==> config.mk <==
export PLATFORM = sky130hd
export DESIGN_NAME = proc_seq_core
export DESIGN_NICKNAME = d
export VERILOG_FILES = /design/src/rtl/proc_seq_core.sv
export SDC_FILE = /design/constraint.sdc
export NUM_CORES = 1
export LEC_CHECK = 0
export CAP_MARGIN = 20
export CORE_MARGIN = 4
export CORE_UTILIZATION = 59
export CTS_CLUSTER_DIAMETER = 80
export CTS_CLUSTER_SIZE = 30
export DETAILED_ROUTE_END_ITERATION = 8
export PLACE_DENSITY = 0.79
export SYNTH_ARGS = -nofsm -noshare
export SYNTH_HDL_FRONTEND = slang
export SYNTH_SLANG_ARGS = --single-unit
==> constraint.sdc <==
create_clock -name clk -period 5.1 [get_ports clk]
set_input_delay 1.53 -clock clk [delete_from_list [all_inputs] [get_ports clk]]
set_output_delay 1.53 -clock clk [all_outputs]
set_load 0.05 [all_outputs]
==> src/rtl/proc_seq_core.sv <==
// Multi-cycle FETCH/EXEC processor core: req/ack instruction fetch, register file,
// ALU with zero flag, bounded call/data stack with sticky error, terminal HALT.
module proc_seq_core #(
    parameter int VALUE_WIDTH  = 8,
    parameter int PC_WIDTH     = 8,
    parameter int OPCODE_WIDTH = 4,
    parameter int REGS         = 4,
    parameter int STACK_DEPTH  = 8,
    localparam int RA = $clog2(REGS),
    localparam int IW = OPCODE_WIDTH + 2*RA + VALUE_WIDTH
) (
    input  logic                    clk,
    input  logic                    rst,
    output logic                    instr_req,
    output logic [PC_WIDTH-1:0]     instr_addr,
    input  logic                    instr_ack,
    input  logic [IW-1:0]           instr_data,
    output logic [OPCODE_WIDTH-1:0] op_code,
    output logic [VALUE_WIDTH-1:0]  alu_out,
    output logic                    zero_flag,
    output logic                    halted,
    output logic                    stack_err
);
    localparam int SW  = (VALUE_WIDTH > PC_WIDTH) ? VALUE_WIDTH : PC_WIDTH;
    localparam int SPW = $clog2(STACK_DEPTH + 1);
    localparam int SAW = (STACK_DEPTH > 1) ? $clog2(STACK_DEPTH) : 1;

    localparam logic [1:0] S_FETCH = 2'd0;
    localparam logic [1:0] S_EXEC  = 2'd1;
    localparam logic [1:0] S_HALT  = 2'd2;

    localparam logic [OPCODE_WIDTH-1:0] OP_LDI  = OPCODE_WIDTH'(1);
    localparam logic [OPCODE_WIDTH-1:0] OP_ADD  = OPCODE_WIDTH'(2);
    localparam logic [OPCODE_WIDTH-1:0] OP_SUB  = OPCODE_WIDTH'(3);
    localparam logic [OPCODE_WIDTH-1:0] OP_AND  = OPCODE_WIDTH'(4);
    localparam logic [OPCODE_WIDTH-1:0] OP_OR   = OPCODE_WIDTH'(5);
    localparam logic [OPCODE_WIDTH-1:0] OP_XOR  = OPCODE_WIDTH'(6);
    localparam logic [OPCODE_WIDTH-1:0] OP_JMP  = OPCODE_WIDTH'(7);
    localparam logic [OPCODE_WIDTH-1:0] OP_JZ   = OPCODE_WIDTH'(8);
    localparam logic [OPCODE_WIDTH-1:0] OP_CALL = OPCODE_WIDTH'(9);
    localparam logic [OPCODE_WIDTH-1:0] OP_RET  = OPCODE_WIDTH'(10);
    localparam logic [OPCODE_WIDTH-1:0] OP_PUSH = OPCODE_WIDTH'(11);
    localparam logic [OPCODE_WIDTH-1:0] OP_POP  = OPCODE_WIDTH'(12);
    localparam logic [OPCODE_WIDTH-1:0] OP_HALT = OPCODE_WIDTH'(13);

    typedef struct packed {
        logic [OPCODE_WIDTH-1:0] op;
        logic [RA-1:0]           rd;
        logic [RA-1:0]           rs;
        logic [VALUE_WIDTH-1:0]  imm;
    } instr_t;

    logic [1:0]                         state;
    logic                               run;
    logic [PC_WIDTH-1:0]                pc;
    instr_t                             ir;
    logic [REGS-1:0][VALUE_WIDTH-1:0]   regs;
    logic [STACK_DEPTH-1:0][SW-1:0]     stack;
    logic [SPW-1:0]                     sp;

    logic [VALUE_WIDTH-1:0] rd_val, rs_val, res;
    logic [PC_WIDTH-1:0]    pc_inc, pc_next, imm_pc;
    logic [SW-1:0]          stk_top, push_val;
    logic                   wr_en, push_en, pop_en, err, halt_op, stk_full, stk_empty;

    // run holds req low for the first cycle out of reset
    assign instr_req  = run && (state == S_FETCH);
    assign instr_addr = pc;
    assign halted     = (state == S_HALT);

    always_comb begin
        rd_val    = regs[ir.rd];
        rs_val    = regs[ir.rs];
        pc_inc    = pc + 1'b1;
        imm_pc    = PC_WIDTH'(ir.imm);
        stk_full  = (sp == SPW'(STACK_DEPTH));
        stk_empty = (sp == '0);
        stk_top   = stack[SAW'(sp - 1'b1)];
        pc_next   = pc_inc;
        res       = '0;
        push_val  = '0;
        wr_en     = 1'b0;
        push_en   = 1'b0;
        pop_en    = 1'b0;
        err       = 1'b0;
        halt_op   = 1'b0;
        case (ir.op)
            OP_LDI:  begin res = ir.imm;          wr_en = 1'b1; end
            OP_ADD:  begin res = rd_val + rs_val; wr_en = 1'b1; end
            OP_SUB:  begin res = rd_val - rs_val; wr_en = 1'b1; end
            OP_AND:  begin res = rd_val & rs_val; wr_en = 1'b1; end
            OP_OR:   begin res = rd_val | rs_val; wr_en = 1'b1; end
            OP_XOR:  begin res = rd_val ^ rs_val; wr_en = 1'b1; end
            OP_JMP:  pc_next = imm_pc;
            OP_JZ:   if (zero_flag) pc_next = imm_pc;
            OP_CALL: begin
                if (stk_full) err = 1'b1;
                else begin
                    push_en  = 1'b1;
                    push_val = SW'(pc_inc);
                    pc_next  = imm_pc;
                end
            end
            OP_RET: begin
                if (stk_empty) err = 1'b1;
                else begin
                    pop_en  = 1'b1;
                    pc_next = PC_WIDTH'(stk_top);
                end
            end
            OP_PUSH: begin
                if (stk_full) err = 1'b1;
                else begin
                    push_en  = 1'b1;
                    push_val = SW'(rs_val);
                end
            end
            OP_POP: begin
                if (stk_empty) err = 1'b1;
                else begin
                    pop_en = 1'b1;
                    wr_en  = 1'b1;
                    res    = VALUE_WIDTH'(stk_top);
                end
            end
            OP_HALT: halt_op = 1'b1;
            default: ;
        endcase
        // a faulting stack op leaves PC on the offending instruction
        if (err) pc_next = pc;
    end

    always_ff @(posedge clk) begin
        if (!rst) begin
            state     <= S_FETCH;
            run       <= 1'b0;
            pc        <= '0;
            ir        <= '0;
            regs      <= '0;
            sp        <= '0;
            op_code   <= '0;
            alu_out   <= '0;
            zero_flag <= 1'b0;
            stack_err <= 1'b0;
        end else begin
            run <= 1'b1;
            case (state)
                S_FETCH: begin
                    if (instr_req && instr_ack) begin
                        ir    <= instr_data;
                        state <= S_EXEC;
                    end
                end
                S_EXEC: begin
                    op_code <= ir.op;
                    pc      <= pc_next;
                    if (wr_en) begin
                        regs[ir.rd] <= res;
                        alu_out     <= res;
                        zero_flag   <= (res == '0);
                    end
                    if (push_en)     sp <= sp + 1'b1;
                    else if (pop_en) sp <= sp - 1'b1;
                    if (err) stack_err <= 1'b1;
                    state <= (err || halt_op) ? S_HALT : S_FETCH;
                end
                default: state <= S_HALT;
            endcase
        end
    end

    always_ff @(posedge clk) begin
        if (rst && state == S_EXEC && push_en) stack[SAW'(sp)] <= push_val;
    end

endmodule

==> impl_metrics.sql, run 1 <==
INSERT INTO impl_metrics (metric_group, metric, value, unit) VALUES
('cts', 'clockRootBuffer', 'clkbuf_16', ''),
('setup_path', 'cp_slowest_cell', 'dfxtp_1', ''),
('setup_path', 'critPathMaxFanout', '24', ''),
('yosys', 'seq_area_frac_synth', '46.6', '%'),
('global_route', 'globalRoute.totalOverflow', '0', ''),
('yosys', 'syn-cell-area', '0.00743', 'mm²'),
('sta', 'grt_setup_unrepaired', 'false', ''),
('global_route', 'grt.total_usage', '27.6', '%'),
('status', 'run_status', 'completed', ''),
('yosys', 'synth-edff-count', '64', ''),
('yosys', 'yosys_warnings', '0', ''),
('final_layout', 'layout_common_cells', '86 x nor2_1, 77 x nand2_1, 77 x dfxtp_1', ''),
('sta', 'tightestPinTransition', '0.948', 'ns'),
('sta', 'max_slew_margin', '36.6', '%'),
('cts', 'clock_latency', '0.43', 'ns'),
('floorplan', 'core_area', '0.0122', 'mm²'),
('final_layout', 'layout.cells.most_common', 'nor2_1', ''),
('sta', 'hold-worst-slack', '0.464', 'ns'),
('final_layout', 'fin_cells', '913', ''),
('global_route', 'first_global_vias', '5612', ''),
('cts', 'cts_tree', 'built', ''),
('placed_design', 'dp.cells', '880', ''),
('floorplan', 'core.rowCount', '40', ''),
('cts', 'ctsResizeCount', '0', ''),
('placed_design', 'dp_slack', '0.986', 'ns'),
('drt', 'routed_wl', '19.1', 'mm'),
('floorplan', 'fp.dieArea', '0.0144', 'mm²'),
('setup_path', 'timing.critical_path.arrival', '4.63', 'ns'),
('placed_design', 'portBuffers', '42', ''),
('setup_path', 'required_time_at_the_worst_slack_endpoint', '5.47', 'ns'),
('yosys', 'ys_dominant_reg_cell', 'dfxtp_1', ''),
('sta', 'final_min_period_over_clock_period', '83.5', '%'),
('power_and_ir_drop', 'max-vdd-ir-drop', '0.228', 'mV'),
('setup_path', 'critPathBufInv', '2', ''),
('final_layout', 'drive_gt1_share', '11.5', '%'),
('final_layout', 'area_delta_synth_final', '14.1', '%'),
('final_layout', 'num_antenna_cells', '0', ''),
('sta', 'setup_viol', '0', ''),
('setup_path', 'crit_path_start_kind', 'register', ''),
('yosys', 'postSynthNetCount', '750', ''),
('placed_design', 'place_congestion', '0.983', ''),
('yosys', 'ys_seq_elements', '141', ''),
('worst_hold_path', 'hold_path.class', 'register to register', ''),
('sta', 'slew_viol_final', '0', ''),
('yosys', 'syn_inst', '703', ''),
('yosys', 'yosys-top-cells-area', 'edfxtp_1 26%, dfxtp_1 21%, mux4_2 7.3%, ha_1 4.5%, nor2_1 4.3%', ''),
('drt', 'dr.pass1.iters', '5', ''),
('setup_path', 'rr_startpoint', 'ir[13]', ''),
('setup_path', 'timing.critical_path.mode_cell', 'inv_1', ''),
('power_and_ir_drop', 'cellLeakagePower', '0.00296', 'µW'),
('cts', 'cts_max_level', '4', ''),
('setup_path', 'slowest_delay', '0.81', 'ns'),
('floorplan', 'floorplan.die.height', '120', 'µm'),
('drt', 'drt_antenna_net_count', '0', ''),
('floorplan', 'effective_utilization_at_floorplan', '61.1', '%'),
('sta', 'fin_ws', '0.840', 'ns'),
('drt', 'vias', '5857', ''),
('setup_path', 'crit_family', 'simple AND/OR/NAND/NOR gates', ''),
('worst_hold_path', 'hold_startpoint', 'op_code[3]', ''),
('global_route', 'grt_max_degree', '68', ''),
('setup_path', 'worstPathCellList', 'inv_1 > nor3_1 > and2_1 > mux2i_1 > inv_1 > fa_1 > or3b_2 > a21oi_1 > a211o_1 > nor4_2 > nor2b_1 > and4_1 > a31o_1', ''),
('setup_path', 'worstSetupStartpoint', 'ir[13]', ''),
('sta', 'skew', '0.00907', 'ns'),
('sta', 'final_worst_path_period_need', '4.26', 'ns'),
('cts', 'cts.clk_slew.worst_paths', '0.06', 'ns'),
('global_route', 'global_route_wire_length_before_repair', '30.5', 'mm'),
('cts', 'postCtsSetupBuffers', '0', ''),
('setup_path', 'endpoint_kind', 'register', ''),
('cts', 'cts.sink_count', '141', ''),
('sta', 'hold_viol', '0', ''),
('sta', 'final.setup.tns', '0', 'ns');
-- final timing paths --
path	to	slack [ns]	cells after the start
setup / recovery	zero_flag	0.84	13
hold / removal	op_code[3]	0.46	2
setup reg to reg	zero_flag	0.84	13
hold reg to reg	op_code[3]	0.46	2
-- layer usage --
metal  global-route usage (%)  up-vias  part of all wire [%]
met5                        0        -                     0
met2                     41.1      343                    46
li1                         -     2639                     -
met1                     38.1     2822                    42
met4                     13.4        0                   3.4
met3                     6.36       53                   9.0
-- synth_stat cells, types with 14 or more instances --
| master | count |
|---|---|
| nor2_1 | 86 |
| dfxtp_1 | 77 |
| nand2_1 | 77 |
| edfxtp_1 | 64 |
| a21oi_1 | 41 |
| a211oi_1 | 34 |
| ha_1 | 27 |
| inv_1 | 27 |
| mux4_2 | 24 |
| mux2i_1 | 22 |
| o21ai_0 | 22 |
| clkbuf_1 | 21 |
| xnor2_1 | 14 |
-- metrics by stage --
step / utilization (%) / cell area, µm² / power, µW
finish: 69.7 / 8470 / 2490
detailed placement: 65.2 / 7930 / 1410
floorplan: - / 7430 / 1350
global route: 69.7 / 8470 / 2570
CTS: 69.5 / 8450 / 2490
global placement: 65.2 / 7930 / 1410
-- cell type report --
class	instances	area, µm²
inverters	27	101
multi-input cells	492	3660
well taps	168	210
clock inverters	7	43.8
flip-flops and latches	141	3460
repair buffers	53	515
fillers	868	3690
clock buffers	25	479
-- state kept, by name, summed over array words and instances, names as in the netlist --
name and cells:
sp 4, imm_pc 8, regs 32, stack_err 1
stack 64, ir 8, zero_flag 1, op_code 4
run 1, state 2, alu_out 8, instr_addr 8
-- tightest hold or removal path: stages (launching register included) --
cell and delay (ns):
dfxtp_1 0.31, nand2_1 0.05, a21oi_1 0.06
-- where the power goes --
part / switching (µW) / leakage [µW] / internal, µW
Clock: 449 / 0.000254 / 648
Sequential: 21.1 / 0.00126 / 1180
Combinational: 109 / 0.00144 / 78.7
Total: 578 / 0.00296 / 1910
-- cell families (layout without fill, tap and decap cells) --
kind of cell / after synthesis / after routing / synth area share, %
buffers and inverters: 70 / 112 / 4.09
AND/OR/NAND/NOR: 239 / 239 / 15.6
multiplexers: 53 / 53 / 12.2
XOR/XNOR: 22 / 22 / 2.85
AO/OA/AOI/OAI: 150 / 150 / 13.9
adder cells (fa/ha/maj): 28 / 28 / 4.82
flip-flops: 141 / 141 / 46.6
Power figures use the tool's default switching activity.
==> run 2, diff against run 1 <==
--- a/config.mk
+++ b/config.mk
@@ -7,11 +7,11 @@
 export LEC_CHECK = 0
 export CAP_MARGIN = 20
 export CORE_MARGIN = 4
-export CORE_UTILIZATION = 59
+export CORE_UTILIZATION = 54
 export CTS_CLUSTER_DIAMETER = 80
 export CTS_CLUSTER_SIZE = 30
 export DETAILED_ROUTE_END_ITERATION = 8
-export PLACE_DENSITY = 0.79
+export PLACE_DENSITY = 0.76
 export SYNTH_ARGS = -nofsm -noshare
 export SYNTH_HDL_FRONTEND = slang
 export SYNTH_SLANG_ARGS = --single-unit
==> constraint.sdc (replaced) <==
create_clock -name clk -period 3.6 [get_ports clk]
set_input_delay 1.08 -clock clk [delete_from_list [all_inputs] [get_ports clk]]
set_output_delay 1.08 -clock clk [all_outputs]
set_load 0.05 [all_outputs]
==> run 2 against run 1 <==
First-iteration DRC count is 8.7% lower. Critical path type unchanged. Non-clock buffer count increased by 25. Via count increased by 0.41%. Critical path depth unchanged. Highest routed layer unchanged.
==> impl_metrics.sql, run 2 (synthesized netlist as in run 1, its figures left out) <==
INSERT INTO impl_metrics (metric_group, metric, value, unit) VALUES
('final_layout', 'seqCellArea', '0.00347', 'mm²'),
('drt', 'drt_antenna_net_count', '0', ''),
('job', 'timing.max_cap.violations', '0', ''),
('setup_path', 'critPathBufInv', '2', ''),
('cts', 'num_cts_buffers', '17', ''),
('sta', 'skew', '0.0108', 'ns'),
('setup_path', 'slowest_delay', '0.52', 'ns'),
('floorplan', 'floorplan.die.height', '125', 'µm'),
('power_and_ir_drop', 'pwr_density_cell', '433', 'mW/mm²'),
('placed_design', 'place_congestion', '0.991', ''),
('sta', 'slew_viol_final', '0', ''),
('setup_path', 'critical_path_depth', '13', ''),
('setup_path', 'crit_family', 'simple AND/OR/NAND/NOR gates', ''),
('power_and_ir_drop', 'cellLeakagePower', '0.00313', 'µW'),
('placed_design', 'dp_hpwl', '14.3', 'mm'),
('drt', 'vias', '5881', ''),
('cts', 'cts.sink_count', '141', ''),
('global_route', 'first_global_vias', '5768', ''),
('placed_design', 'detailed_place.area', '0.00814', 'mm²'),
('cts', 'cts_max_level', '4', ''),
('floorplan', 'effective_utilization_at_floorplan', '55.7', '%'),
('cts', 'clockRootBuffer', 'clkbuf_16', ''),
('setup_path', 'path_class', 'register to register', ''),
('drt', 'avgViaCountPerCell', '6.22', ''),
('final_layout', 'layout.cells.most_common', 'nor2_1', ''),
('final_layout', 'most_flop_heavy_register', 'stack', ''),
('final_layout', 'leading_registers_by_flop_count', 'stack x64, regs x32', ''),
('drt', 'routed_wire_length_per_instance', '20.9', 'µm'),
('setup_path', 'critPathMaxFanout', '6', ''),
('sta', 'final_worst_path_period_need', '3.44', 'ns'),
('worst_hold_path', 'hold-path-cell-count', '2', ''),
('setup_path', 'crit_path_start_kind', 'register', ''),
('final_layout', 'design_area', '0.00879', 'mm²'),
('final_layout', 'fin_cells', '946', ''),
('setup_path', 'cp_slowest_cell', 'mux4_2', ''),
('final_layout', 'drive_gt1_share', '15.2', '%'),
('drt', 'dr.pass1.iters', '5', ''),
('cts', 'clock_latency', '0.43', 'ns'),
('global_route', 'global_route_wire_length_before_repair', '31.7', 'mm'),
('placed_design', 'dp_slack', '-0.0601', 'ns'),
('floorplan', 'die_w', '125', 'µm'),
('sta', 'hold_viol', '0', ''),
('sta', 'max_clk_rate', '290', 'MHz'),
('drt', 'drtIter0Drc', '675', ''),
('sta', 'setup_viol', '0', ''),
('placed_design', 'dp.cells', '913', ''),
('drt', 'drc', '0', ''),
('power_and_ir_drop', 'report.power.total', '3800', 'µW'),
('worst_hold_path', 'hold_path.class', 'register to register', ''),
('final_layout', 'layout_common_cells', '86 x nor2_1, 77 x nand2_1, 76 x dfxtp_1', ''),
('setup_path', 'reg2regPathDepth', '13', ''),
('sta', 'max_slew_margin', '30.5', '%'),
('setup_path', 'worstPathCellList', 'mux4_2 > inv_1 > ha_1 > mux2i_2 > inv_1 > fa_1 > or3b_2 > a21oi_1 > a211o_1 > nor4_4 > nor2b_1 > and4_1 > a31o_1', ''),
('floorplan', 'core_area', '0.0133', 'mm²'),
('cts', 'cts-root-to-sink-buffers', '2', ''),
('setup_path', 'required_time_at_the_worst_slack_endpoint', '3.92', 'ns'),
('final_layout', 'multi_input_area', '0.00369', 'mm²'),
('global_route', 'antenna_found_initial', '0', ''),
('sta', 'grt_setup_unrepaired', 'false', ''),
('cts', 'cts.clk_slew.worst_paths', '0.07', 'ns'),
('floorplan', 'pin_count', '43', ''),
('global_route', 'globalRoute.totalOverflow', '0', ''),
('final_layout', 'area_delta_synth_final', '18.3', '%'),
('setup_path', 'endpoint_kind', 'register', ''),
('setup_path', 'timing.critical_path.arrival', '3.77', 'ns'),
('cts', 'cts_tree', 'built', ''),
('sta', 'fin_ws', '0.156', 'ns'),
('global_route', 'grt_max_degree', '68', ''),
('final_layout', 'largest_reg_flops', '64', ''),
('sta', 'final_min_period_over_clock_period', '95.7', '%'),
('setup_path', 'timing.critical_path.mode_cell', 'inv_1', ''),
('drt', 'routed_wl', '19.8', 'mm'),
('final_layout', 'final_nets', '804', ''),
('power_and_ir_drop', 'max-vdd-ir-drop', '0.300', 'mV'),
('placed_design', 'portBuffers', '42', ''),
('floorplan', 'fp.dieArea', '0.0157', 'mm²'),
('final_layout', 'num-fill-cells', '1029', ''),
('sta', 'tightestPinTransition', '1.03', 'ns'),
('floorplan', 'core.rowCount', '42', ''),
('sta', 'hold-worst-slack', '0.457', 'ns'),
('status', 'run_status', 'completed', ''),
('global_route', 'grt.total_usage', '25.9', '%'),
('final_layout', 'num_antenna_cells', '0', '');
run 2: changes by cell type in the layout (fill, tap and decap cells not counted), moves of 3 or more:
cell / previous run / this run
clkbuf_1: 5 / 0
bufinv_16: 0 / 3
buf_4: 10 / 35
clkinv_2: 4 / 0
inv_6: 0 / 3
run 2: cell type report:
| cell class | instances | share of cell area [%] |
|---|---|---|
| Clock buffer | 17 | 4.84 |
| Clock inverter | 15 | 2.12 |
| Inverter | 27 | 1.15 |
| Multi-Input combinational cell | 492 | 41.9 |
| Sequential cell | 141 | 39.4 |
| Tap cell | 176 | 2.51 |
| Timing Repair Buffer | 78 | 8.00 |
run 2: metal layers:
layer  wire length [µm]  up-vias  track usage, %
met5                  0        -               0
met2               9240      300            40.2
met1               8460     2838            35.4
met4                569        0            10.3
li1                   -     2694               -
met3               1500       49            6.31
run 2: path summary, 6_finish.rpt:
path	start	endpoint	slack, ns
max	ir[8]	zero_flag	0.16
max reg2reg	ir[8]	zero_flag	0.16
min reg2reg	op_code[2]	op_code[2]	0.46
min	op_code[2]	op_code[2]	0.46
run 2: worst register-to-register path: cells and delay by family, from the launching register on:
| kind | cells | cell delay (ns) |
|---|---|---|
| fa+ha+maj | 2 | 0.69 |
| buf+inv | 2 | 0.19 |
| compound gates | 3 | 0.51 |
| simple gates | 4 | 0.87 |
| mux | 2 | 0.70 |
| flops | 1 | 0.37 |
run 2: timing repair:
| item | in CTS | in global routing |
|---|---|---|
| gates resized for setup | 2 | 4 |
| setup endpoints to repair | 1 | 16 |
| cloned | 0 | 0 |
| setup buffers | 0 | 1 |
| hold buffers | 0 | 0 |
| hold endpoints to repair | 0 | 0 |
| pin swaps | 1 | 1 |
run 2: metrics by stage:
step                      TNS [ns]  util [%]
after floorplan                  0         -
after global placement           0      61.0
after detailed placement   -0.0601      61.0
after CTS                        0      65.7
after global routing             0      65.9
final                            0      65.9
run 2: power breakdown:
part	leakage, µW	switching, µW	internal, µW
combinational	0.00159	170	121
sequential	0.00126	20.8	1680
clock	0.000289	716	1100
==> run 3, diff against run 2 <==
--- a/config.mk
+++ b/config.mk
@@ -7,11 +7,11 @@
 export LEC_CHECK = 0
 export CAP_MARGIN = 20
 export CORE_MARGIN = 4
-export CORE_UTILIZATION = 54
+export CORE_UTILIZATION = 41
 export CTS_CLUSTER_DIAMETER = 80
 export CTS_CLUSTER_SIZE = 30
 export DETAILED_ROUTE_END_ITERATION = 8
-export PLACE_DENSITY = 0.76
+export GPL_ROUTABILITY_DRIVEN = 0
 export SYNTH_ARGS = -nofsm -noshare
 export SYNTH_HDL_FRONTEND = slang
 export SYNTH_SLANG_ARGS = --single-unit
==> run 3 against run 2 <==
Clock skew is 0.00097 ns higher. First-iteration DRC count shrank 25%. Die area rose by 30%. Clock power down 8%. Power is 3.7% lower. Highest routed layer unchanged.
==> impl_metrics.sql, run 3 (synthesized netlist as in run 1, its figures left out) <==
INSERT INTO impl_metrics (metric_group, metric, value, unit) VALUES
('final_layout', 'postLayoutCoreUtil', '50.2', '%'),
('drt', 'avgViaCountPerCell', '5.79', ''),
('final_layout', 'leading_registers_by_flop_count', 'stack x64, regs x32', ''),
('cts', 'clock_latency', '0.43', 'ns'),
('sta', 'hold-worst-slack', '0.457', 'ns'),
('sta', 'setup_viol', '0', ''),
('drt', 'vias', '5783', ''),
('status', 'run_status', 'completed', ''),
('final_layout', 'final_nets', '808', ''),
('cts', 'cts_tree', 'built', ''),
('setup_path', 'timing.critical_path.arrival', '3.77', 'ns'),
('cts', 'cts-root-to-sink-buffers', '2', ''),
('final_layout', 'num-fill-cells', '1577', ''),
('sta', 'skew', '0.0118', 'ns'),
('drt', 'routed_wire_length_per_instance', '20.3', 'µm'),
('final_layout', 'area_delta_synth_final', '18.6', '%'),
('setup_path', 'crit_path_start_kind', 'register', ''),
('global_route', 'globalRoute.totalOverflow', '0', ''),
('power_and_ir_drop', 'cellLeakagePower', '0.00312', 'µW'),
('drt', 'routed_wl', '20.3', 'mm'),
('sta', 'final_worst_path_period_need', '3.45', 'ns'),
('floorplan', 'core.rowCount', '48', ''),
('global_route', 'grt.total_usage', '20.3', '%'),
('final_layout', 'layout.cells.most_common', 'nor2_1', ''),
('setup_path', 'path_class', 'register to register', ''),
('sta', 'max_slew_margin', '33.3', '%'),
('sta', 'max_clk_rate', '289', 'MHz'),
('floorplan', 'pin_count', '43', ''),
('drt', 'drtIter0Drc', '506', ''),
('floorplan', 'core_area', '0.0175', 'mm²'),
('setup_path', 'endpoint_kind', 'register', ''),
('final_layout', 'drive_gt1_share', '15.8', '%'),
('cts', 'cts_max_level', '4', ''),
('global_route', 'global_route_wire_length_before_repair', '31.9', 'mm'),
('final_layout', 'layout_common_cells', '86 x nor2_1, 77 x nand2_1, 76 x dfxtp_1', ''),
('final_layout', 'largest_reg_flops', '64', ''),
('setup_path', 'critPathMaxFanout', '5', ''),
('global_route', 'first_global_vias', '5650', ''),
('floorplan', 'floorplan.die.height', '143', 'µm'),
('cts', 'hold_buffers', '0', ''),
('power_and_ir_drop', 'max-vdd-ir-drop', '0.351', 'mV'),
('floorplan', 'fp.dieArea', '0.0203', 'mm²'),
('placed_design', 'dp_slack', '-0.0962', 'ns'),
('worst_hold_path', 'hold_path.class', 'register to register', ''),
('placed_design', 'portBuffers', '42', ''),
('drt', 'drc', '0', ''),
('setup_path', 'required_time_at_the_worst_slack_endpoint', '3.92', 'ns'),
('cts', 'num_cts_buffers', '17', ''),
('sta', 'hold_viol', '0', ''),
('sta', 'fin_ws', '0.146', 'ns'),
('floorplan', 'effective_utilization_at_floorplan', '42.4', '%'),
('setup_path', 'reg2reg_setup_slack', '0.15', 'ns'),
('placed_design', 'dp_hpwl', '14.7', 'mm'),
('cts', 'clockRootBuffer', 'clkbuf_16', ''),
('job', 'timing.max_cap.violations', '0', ''),
('final_layout', 'num_antenna_cells', '0', ''),
('sta', 'tightestPinTransition', '0.990', 'ns'),
('cts', 'cts.sink_count', '141', ''),
('final_layout', 'most_flop_heavy_register', 'stack', ''),
('drt', 'drt_antenna_net_count', '0', ''),
('sta', 'slew_viol_final', '0', ''),
('global_route', 'antenna_found_initial', '0', ''),
('global_route', 'grt_max_degree', '36', ''),
('power_and_ir_drop', 'pwr_density_cell', '416', 'mW/mm²'),
('floorplan', 'die_w', '143', 'µm'),
('sta', 'final_min_period_over_clock_period', '96.0', '%'),
('drt', 'dr.pass1.iters', '5', ''),
('cts', 'cts.clk_slew.worst_paths', '0.06', 'ns');
-- run 3: layout make-up --
cell class	count	area [µm²]	area share, %
clock inverter	13	116	1.32
inverter	27	101	1.15
sequential	141	3460	39.3
multi-input combinational	492	3680	41.8
clock buffer	19	443	5.03
timing repair buffer	82	721	8.18
tap	225	282	3.20
-- run 3: what timing repair did --
action                                  4_1_cts  5_1_grt
setup buffers                                 0        1
pin swaps                                     1        1
cloned                                        0        0
resized for setup                             2        3
endpoints found under the setup margin        3       24
-- run 3: path summary, 6_finish.rpt --
| kind | startpoint | end | cells past startpoint |
|---|---|---|---|
| max | ir[8] | zero_flag | 13 |
| min | op_code[0] | op_code[0] | 2 |
| min reg2reg | op_code[0] | op_code[0] | 2 |
| max reg2reg | ir[8] | zero_flag | 13 |
-- run 3: critical path, stage by stage, from the launching register on --
cell and delay, ns:
dfxtp_2 0.39, mux4_2 0.53, inv_1 0.10, ha_1 0.25, mux2i_2 0.21, inv_1 0.09, fa_1 0.44, or3b_2 0.44
a21oi_1 0.13, a211o_1 0.17, nor4_4 0.07, nor2b_1 0.14, and4_1 0.19, a31o_1 0.21
-- run 3: through the flow --
step	TNS, ns	cells	total power (µW)	area [µm²]
final	0	999	3670	8810
after global routing	-0.0140	999	3780	8810
after CTS	0	998	3680	8790
after detailed placement	-0.0962	966	2020	8220
after global placement	0	966	2010	8220
after floorplan	0	703	1920	7430
-- run 3: metal layers --
metal	up-vias	part of all wire (%)	GRT usage (%)
li1	2701	-	-
met1	2849	46	28.5
met2	191	45	30.7
met3	42	5.5	4.20
met4	0	2.8	8.55
met5	-	0	0
-- run 3: where the power goes --
part           internal (µW)  switching [µW]  total, µW
logic                    122             173        295
clock network            970             702       1670
registers               1680            21.1       1700
